**src/rtl/cla_adder_pipe_if.sv**
```systemverilog
// Operand/result handshake bundle for cla_adder_pipe.
interface cla_adder_pipe_if #(
  parameter int WIDTH = 16
) ();
  logic             in_valid;
  logic             in_ready;
  logic [WIDTH-1:0] a;
  logic [WIDTH-1:0] b;
  logic             cin;
  logic             sub;
  logic             out_valid;
  logic             out_ready;
  logic [WIDTH-1:0] sum;
  logic             cout;

  modport master (
    output in_valid, a, b, cin, sub, out_ready,
    input  in_ready, out_valid, sum, cout
  );

  modport slave (
    input  in_valid, a, b, cin, sub, out_ready,
    output in_ready, out_valid, sum, cout
  );
endinterface

```
**src/rtl/cla_adder_pipe.sv**
```systemverilog
// Pipelined adder/subtractor: one 4-bit carry-lookahead group per stage,
// with skew registers carrying unconsumed operand bits and finished sum bits.
module cla_adder_pipe #(
  parameter int WIDTH = 16
) (
  input logic             clk,
  input logic             rst_n,
  cla_adder_pipe_if.slave bus
);
  localparam int G = WIDTH / 4;

  if ((WIDTH % 4) != 0 || WIDTH < 4) begin : g_width_check
    $error("cla_adder_pipe: WIDTH must be a multiple of 4 and at least 4");
  end

  logic             en;
  logic [WIDTH-1:0] b_eff;

  // Whole pipeline stalls together, so bubbles keep their slots.
  assign en           = !bus.out_valid || bus.out_ready;
  assign bus.in_ready = en;
  assign b_eff        = bus.sub ? ~bus.b : bus.b;

  function automatic logic [4:0] cla4(input logic [3:0] x, input logic [3:0] y,
                                      input logic c0);
    logic [3:0] g;
    logic [3:0] p;
    logic [3:0] c;
    logic       c4;
    g    = x & y;
    p    = x ^ y;
    c[0] = c0;
    c[1] = g[0] | (p[0] & c0);
    c[2] = g[1] | (p[1] & g[0]) | (p[1] & p[0] & c0);
    c[3] = g[2] | (p[2] & g[1]) | (p[2] & p[1] & g[0]) | (p[2] & p[1] & p[0] & c0);
    c4   = g[3] | (p[3] & g[2]) | (p[3] & p[2] & g[1]) | (p[3] & p[2] & p[1] & g[0])
         | (p[3] & p[2] & p[1] & p[0] & c0);
    return {c4, p ^ c};
  endfunction

  for (genvar k = 0; k < G; k++) begin : stg
    localparam int RW = WIDTH - 4 * (k + 1);

    logic           v_in;
    logic           c_in;
    logic [3:0]     ga;
    logic [3:0]     gb;
    logic [4:0]     grp;
    logic [4*k+3:0] s_d;
    logic           v_q;
    logic           c_q;
    logic [4*k+3:0] s_q;

    if (k == 0) begin : src
      assign v_in = bus.in_valid;
      assign c_in = bus.sub ? 1'b1 : bus.cin;
      assign ga   = bus.a[3:0];
      assign gb   = b_eff[3:0];
      assign s_d  = grp[3:0];
    end else begin : src
      assign v_in = stg[k-1].v_q;
      assign c_in = stg[k-1].c_q;
      assign ga   = stg[k-1].sk.a_q[3:0];
      assign gb   = stg[k-1].sk.b_q[3:0];
      assign s_d  = {grp[3:0], stg[k-1].s_q};
    end

    assign grp = cla4(ga, gb, c_in);

    always_ff @(posedge clk or negedge rst_n) begin
      if (!rst_n) begin
        v_q <= 1'b0;
        c_q <= 1'b0;
        s_q <= '0;
      end else if (en) begin
        v_q <= v_in;
        if (v_in) begin
          c_q <= grp[4];
          s_q <= s_d;
        end
      end
    end

    // Operand bits still owed to later stages; absent after the last group.
    if (k < G - 1) begin : sk
      logic [RW-1:0] a_d;
      logic [RW-1:0] b_d;
      logic [RW-1:0] a_q;
      logic [RW-1:0] b_q;

      if (k == 0) begin : up
        assign a_d = bus.a[WIDTH-1:4];
        assign b_d = b_eff[WIDTH-1:4];
      end else begin : up
        assign a_d = stg[k-1].sk.a_q[RW+3:4];
        assign b_d = stg[k-1].sk.b_q[RW+3:4];
      end

      always_ff @(posedge clk or negedge rst_n) begin
        if (!rst_n) begin
          a_q <= '0;
          b_q <= '0;
        end else if (en && v_in) begin
          a_q <= a_d;
          b_q <= b_d;
        end
      end
    end
  end

  assign bus.out_valid = stg[G-1].v_q;
  assign bus.sum       = stg[G-1].s_q;
  assign bus.cout      = stg[G-1].c_q;
endmodule

```
**src/flat_wrapper.sv**
```systemverilog
// flat-port wrapper written by rule: the top's interface ports become plain ports
module cla_adder_pipe_flat 
#(
  parameter int WIDTH = 16
)
  (clk, rst_n, bus_in_valid, bus_a, bus_b, bus_cin, bus_sub, bus_out_ready, bus_in_ready, bus_out_valid, bus_sum, bus_cout);
  cla_adder_pipe_if #(.WIDTH(WIDTH)) bus_i ();
  input logic clk;
  input logic rst_n;
  input wire logic [$bits(bus_i.in_valid)-1:0] bus_in_valid;
  input wire logic [$bits(bus_i.a)-1:0] bus_a;
  input wire logic [$bits(bus_i.b)-1:0] bus_b;
  input wire logic [$bits(bus_i.cin)-1:0] bus_cin;
  input wire logic [$bits(bus_i.sub)-1:0] bus_sub;
  input wire logic [$bits(bus_i.out_ready)-1:0] bus_out_ready;
  output wire logic [$bits(bus_i.in_ready)-1:0] bus_in_ready;
  output wire logic [$bits(bus_i.out_valid)-1:0] bus_out_valid;
  output wire logic [$bits(bus_i.sum)-1:0] bus_sum;
  output wire logic [$bits(bus_i.cout)-1:0] bus_cout;
  assign bus_i.in_valid = bus_in_valid;
  assign bus_i.a = bus_a;
  assign bus_i.b = bus_b;
  assign bus_i.cin = bus_cin;
  assign bus_i.sub = bus_sub;
  assign bus_i.out_ready = bus_out_ready;
  assign bus_in_ready = bus_i.in_ready;
  assign bus_out_valid = bus_i.out_valid;
  assign bus_sum = bus_i.sum;
  assign bus_cout = bus_i.cout;
  cla_adder_pipe #(.WIDTH(WIDTH)) u_core (.clk(clk), .rst_n(rst_n), .bus(bus_i));
endmodule
```
**config.mk**
```make
export PLATFORM = sky130hd
export DESIGN_NAME = cla_adder_pipe_flat
export DESIGN_NICKNAME = d
export VERILOG_FILES = /design/src/rtl/cla_adder_pipe_if.sv /design/src/rtl/cla_adder_pipe.sv /design/src/flat_wrapper.sv
export SDC_FILE = /design/constraint.sdc
export NUM_CORES = 1
export LEC_CHECK = 0
export CAP_MARGIN = 20
export CELL_PAD_IN_SITES_DETAIL_PLACEMENT = 1
export CELL_PAD_IN_SITES_GLOBAL_PLACEMENT = 2
export CORE_ASPECT_RATIO = 1.75
export CORE_UTILIZATION = 34
export DETAILED_ROUTE_END_ITERATION = 6
export PLACE_DENSITY_LB_ADDON = 0.1
export RECOVER_POWER = 25
export SYNTH_ARGS = -nofsm -noshare
export SYNTH_HDL_FRONTEND = slang
export SYNTH_SLANG_ARGS = --single-unit
```
**constraint.sdc**
```tcl
create_clock -name clk -period 1.4 [get_ports clk]
set_input_delay 0.14 -clock clk [delete_from_list [all_inputs] [get_ports clk]]
set_output_delay 0.14 -clock clk [all_outputs]
set_load 0.02 [all_outputs]
```
==> impl_metrics.json <==
{
  "syn_nets": 394,
  "numPortBuffers": 56,
  "synth-compound-area-share_pct": 6.432,
  "grt_pass1_wl_mm": 14.01,
  "max_freq_ghz": 0.6760,
  "seq_power_share_pct": 36.9,
  "synth_ff_type": "dfrtp_1",
  "syn_avg_cell_area_um2": 12.87,
  "place_congestion": 0.7355,
  "crit_chain": "ha_4 -> a211oi_4 -> o21bai_2 -> buf_4 -> xnor2_2 -> o21ai_1",
  "cts_sinks": 96,
  "synthSimpleGateAreaFrac_pct": 5.355,
  "fillers": 1291,
  "place_inst": 581,
  "whs_ps": 400.7,
  "track_usage_pct": 14.02,
  "top_layer": "met4",
  "io_pins": 57,
  "timing.final.ws_setup_ps": -79.21,
  "hold_end": "u_core.stg[0].sk.a_q[8]$_DFFE_PN0P_",
  "yosys.area_share.adder_pct": 7.101,
  "hold_viol": 0,
  "syn2layout_area_growth_pct": 37.22,
  "m1WireLength_mm": 3.560,
  "dr.first_iter.drc_count": 71,
  "grt_max_degree": 32,
  "final_net_count": 493,
  "leakage_nw": 2.717,
  "overflow": 0,
  "end_kind": "flip-flop",
  "critPathMaxStageDelay_ps": 430,
  "drv_slew": 0,
  "p_comb_share_pct": 44.2,
  "finClkSkew_ps": 13.81,
  "fp-row-count": 54,
  "wirelength_mm": 8.581,
  "ant_nets": 0,
  "cts_tree": "built",
  "hp-start": "bus_a[12]",
  "diodes": 0,
  "setup_viol": 6,
  "switchingPower_mw": 4.405,
  "synth_top_family_by_area": "multiplexers",
  "hp-class": "in -> reg",
  "synthCells": 334,
  "yosysUniqueCellTypes": 28,
  "required_ps": 1670,
  "intPower_mw": 8.514,
  "worstPathMaxFanout": 3,
  "via_count": 2730,
  "h-tree-depth": 3,
  "yosysSeqAreaShare_pct": 55.88,
  "slowest_stage": "dfrtp_1",
  "cts_buffers": 9,
  "die_h_um": 150.8,
  "synth-xor-area-share_pct": 5.501,
  "path_class": "reg -> reg",
  "status": "finished with violations",
  "synthArstFlopShare_pct": 100.0,
  "period_minus_slack_ps": 1479,
  "violations": "setup timing",
  "ys_warn_count": 0,
  "wl_per_cell_um": 14.16,
  "path_buf_inv": 1,
  "multi_input_area_um2": 2017,
  "die_x_um": 87,
  "synthesis.area_um2": 4299,
  "drv_cap": 0,
  "remaining_drc_errors": 0,
  "reg2reg_slack_ps": -80,
  "cp_top_family": "compound AO/OA/AOI/OAI gates",
  "final_cell_count_no_fill": 606,
  "seq_area_um2": 2404,
  "synth-edff-count": 0,
  "r2r_cells": 6,
  "crit_arrival_ps": 1750,
  "cp-start-kind": "flip-flop",
  "power_density_nw_per_um2": 2190,
  "drive_above_1_share_pct": 33.11,
  "max-slew-margin-rel_pct": 45.44,
  "antenna_found_initial": 0,
  "tightest_slew_ps": 818.4,
  "synthMuxAreaShare_pct": 16.15,
  "via_per_inst": 4.505,
  "whs_path_depth": 2,
  "dp_hpwl_mm": 6.146,
  "routed-wl-met3_um": 203,
  "ys_ff_latch": 96,
  "core_area_um2": 12360,
  "path_clk_slew_ps": 80,
  "timing.rr.start": "u_core.stg[0].sk.a_q[0]$_DFFE_PN0P_",
  "cts_root_buffer": "clkbuf_16",
  "clockPowerShare_pct": 18.9,
  "period_share_pct": 105.7,
  "reg2reg_to": "u_core.stg[1].s_q[7]$_DFFE_PN0P_",
  "first_pass_iters": 6,
  "die_area_um2": 13120,
  "peakVddDrop_uv": 764.9,
  "rsz0062_at_grt": "true",
  "ctsLongestPathBuffers": 2,
  "wl_met2_mm": 4.718,
  "layout_commonest_cell": "dfrtp_1",
  "swShare_pct": 34.09,
  "most-common-layout-cells": "95 x dfrtp_1, 39 x mux2_2, 36 x nand2_1, 35 x buf_4, 33 x clkdlybuf4s50_1",
  "grt_pass1_vias": 2856,
  "start_util_pct": 34.77,
  "insertion_delay_ps": 350
}
-- power groups by stage --
stage	clock network (mW)	logic, mW	registers [mW]
6_report	2.44	5.71	4.77
3_3_place_gp	0	4.99	4.71
2_1_floorplan	0	3.16	4.85
5_1_grt	2.61	6.35	4.95
3_5_place_dp	0	5.15	4.78
4_1_cts	2.50	5.24	4.72
-- stage by stage --
step                total power [mW]  util, %  setup slack [ps]  instance area [um2]  TNS, ps
floorplan                      8.009        -            -52.46                 4383   -554.3
global placement               9.697    43.18            -467.6                 5339   -14880
detailed placement             9.927    43.18            -555.9                 5339   -17690
CTS                            12.45    46.25            -198.9                 5718   -598.3
global route                   13.91    47.71            -169.7                 5899    -1784
finish                         12.92    47.71            -79.21                 5899   -268.3
-- worst register-to-register path, cell delays in order (launching register included) --
cell and delay [ps]:
dfrtp_1 430, ha_4 240, a211oi_4 260, o21bai_2 110, buf_4 150, xnor2_2 120, o21ai_1 110
-- repair_timing --
item                                    in CTS  in global routing
hold endpoints to repair                    27                  0
pin swaps                                   14                 12
cloned                                       1                  3
setup buffers                                1                  4
hold buffers                                 1                  0
endpoints found under the setup margin      36                 34
resized for setup                           43                 37
-- cell usage after synthesis (5+ instances only) --
master    instances  area [um2]
a211oi_1          5       37.54
a21oi_1           7       35.03
buf_2             5       25.02
dfrtp_1          96        2402
ha_1             18       225.2
inv_1            11       41.29
mux2_2           53       596.8
mux2_4            5       75.07
nand2_1          37       138.9
nor2_1            8       30.03
o21ai_0          33       165.2
xnor2_1          18       157.7
xor2_1            9       78.83
-- state kept, by name, summed over array words and instances (netlist names) --
| signal | cells |
|---|---|
| u_core.bus.out_valid | 1 |
| u_core.stg.c_q | 3 |
| u_core.stg.sk.a_q | 24 |
| u_core.stg.sk.b_q | 24 |
| u_core.bus.sum | 16 |
| u_core.stg.v_q | 3 |
| u_core.stg.s_q | 24 |
| u_core.bus.cout | 1 |
-- cell type report --
type,count,share of cell area [%]
sequential,96,40.74
multi-input combinational,215,34.19
timing repair buffer,99,15.59
clock buffer,11,4.284
tap,168,3.563
inverter,12,0.8908
clock inverter,5,0.7423
-- cell families after synthesis --
kind of cell               Yosys count
and+or+nand+nor                     53
xor gates and xnor gates            27
DFF                                 96
AOI/OAI and AO/OA                   50
buffers and inverters               26
muxes                               60
adders and majority gates           22
-- how the worst max path moves through the flow --
stage / startpoint / endpoint / slack [ps] / depth (start not counted)
floorplan: bus_sub / u_core.stg[0].s_q[3]$_DFFE_PN0P_ / -50 / 8
global route: u_core.stg[0].sk.a_q[0]$_DFFE_PN0P_ / u_core.stg[1].s_q[7]$_DFFE_PN0P_ / -170 / 6
CTS: u_core.stg[0].sk.a_q[0]$_DFFE_PN0P_ / u_core.stg[1].s_q[7]$_DFFE_PN0P_ / -200 / 6
detailed placement: bus_sub / u_core.stg[0].s_q[3]$_DFFE_PN0P_ / -560 / 8
finish: u_core.stg[0].sk.a_q[0]$_DFFE_PN0P_ / u_core.stg[1].s_q[7]$_DFFE_PN0P_ / -80 / 6
global placement: bus_sub / u_core.stg[0].c_q$_DFFE_PN0P_ / -470 / 8
-- per-layer routing --
| metal | vias up | GRT usage, % |
|---|---|---|
| li1 | 1333 | - |
| met1 | 1341 | 17.19 |
| met2 | 46 | 24.06 |
| met3 | 10 | 2.138 |
| met4 | 0 | 6.250 |
| met5 | - | 0 |
(Power assumes the default switching activity.)
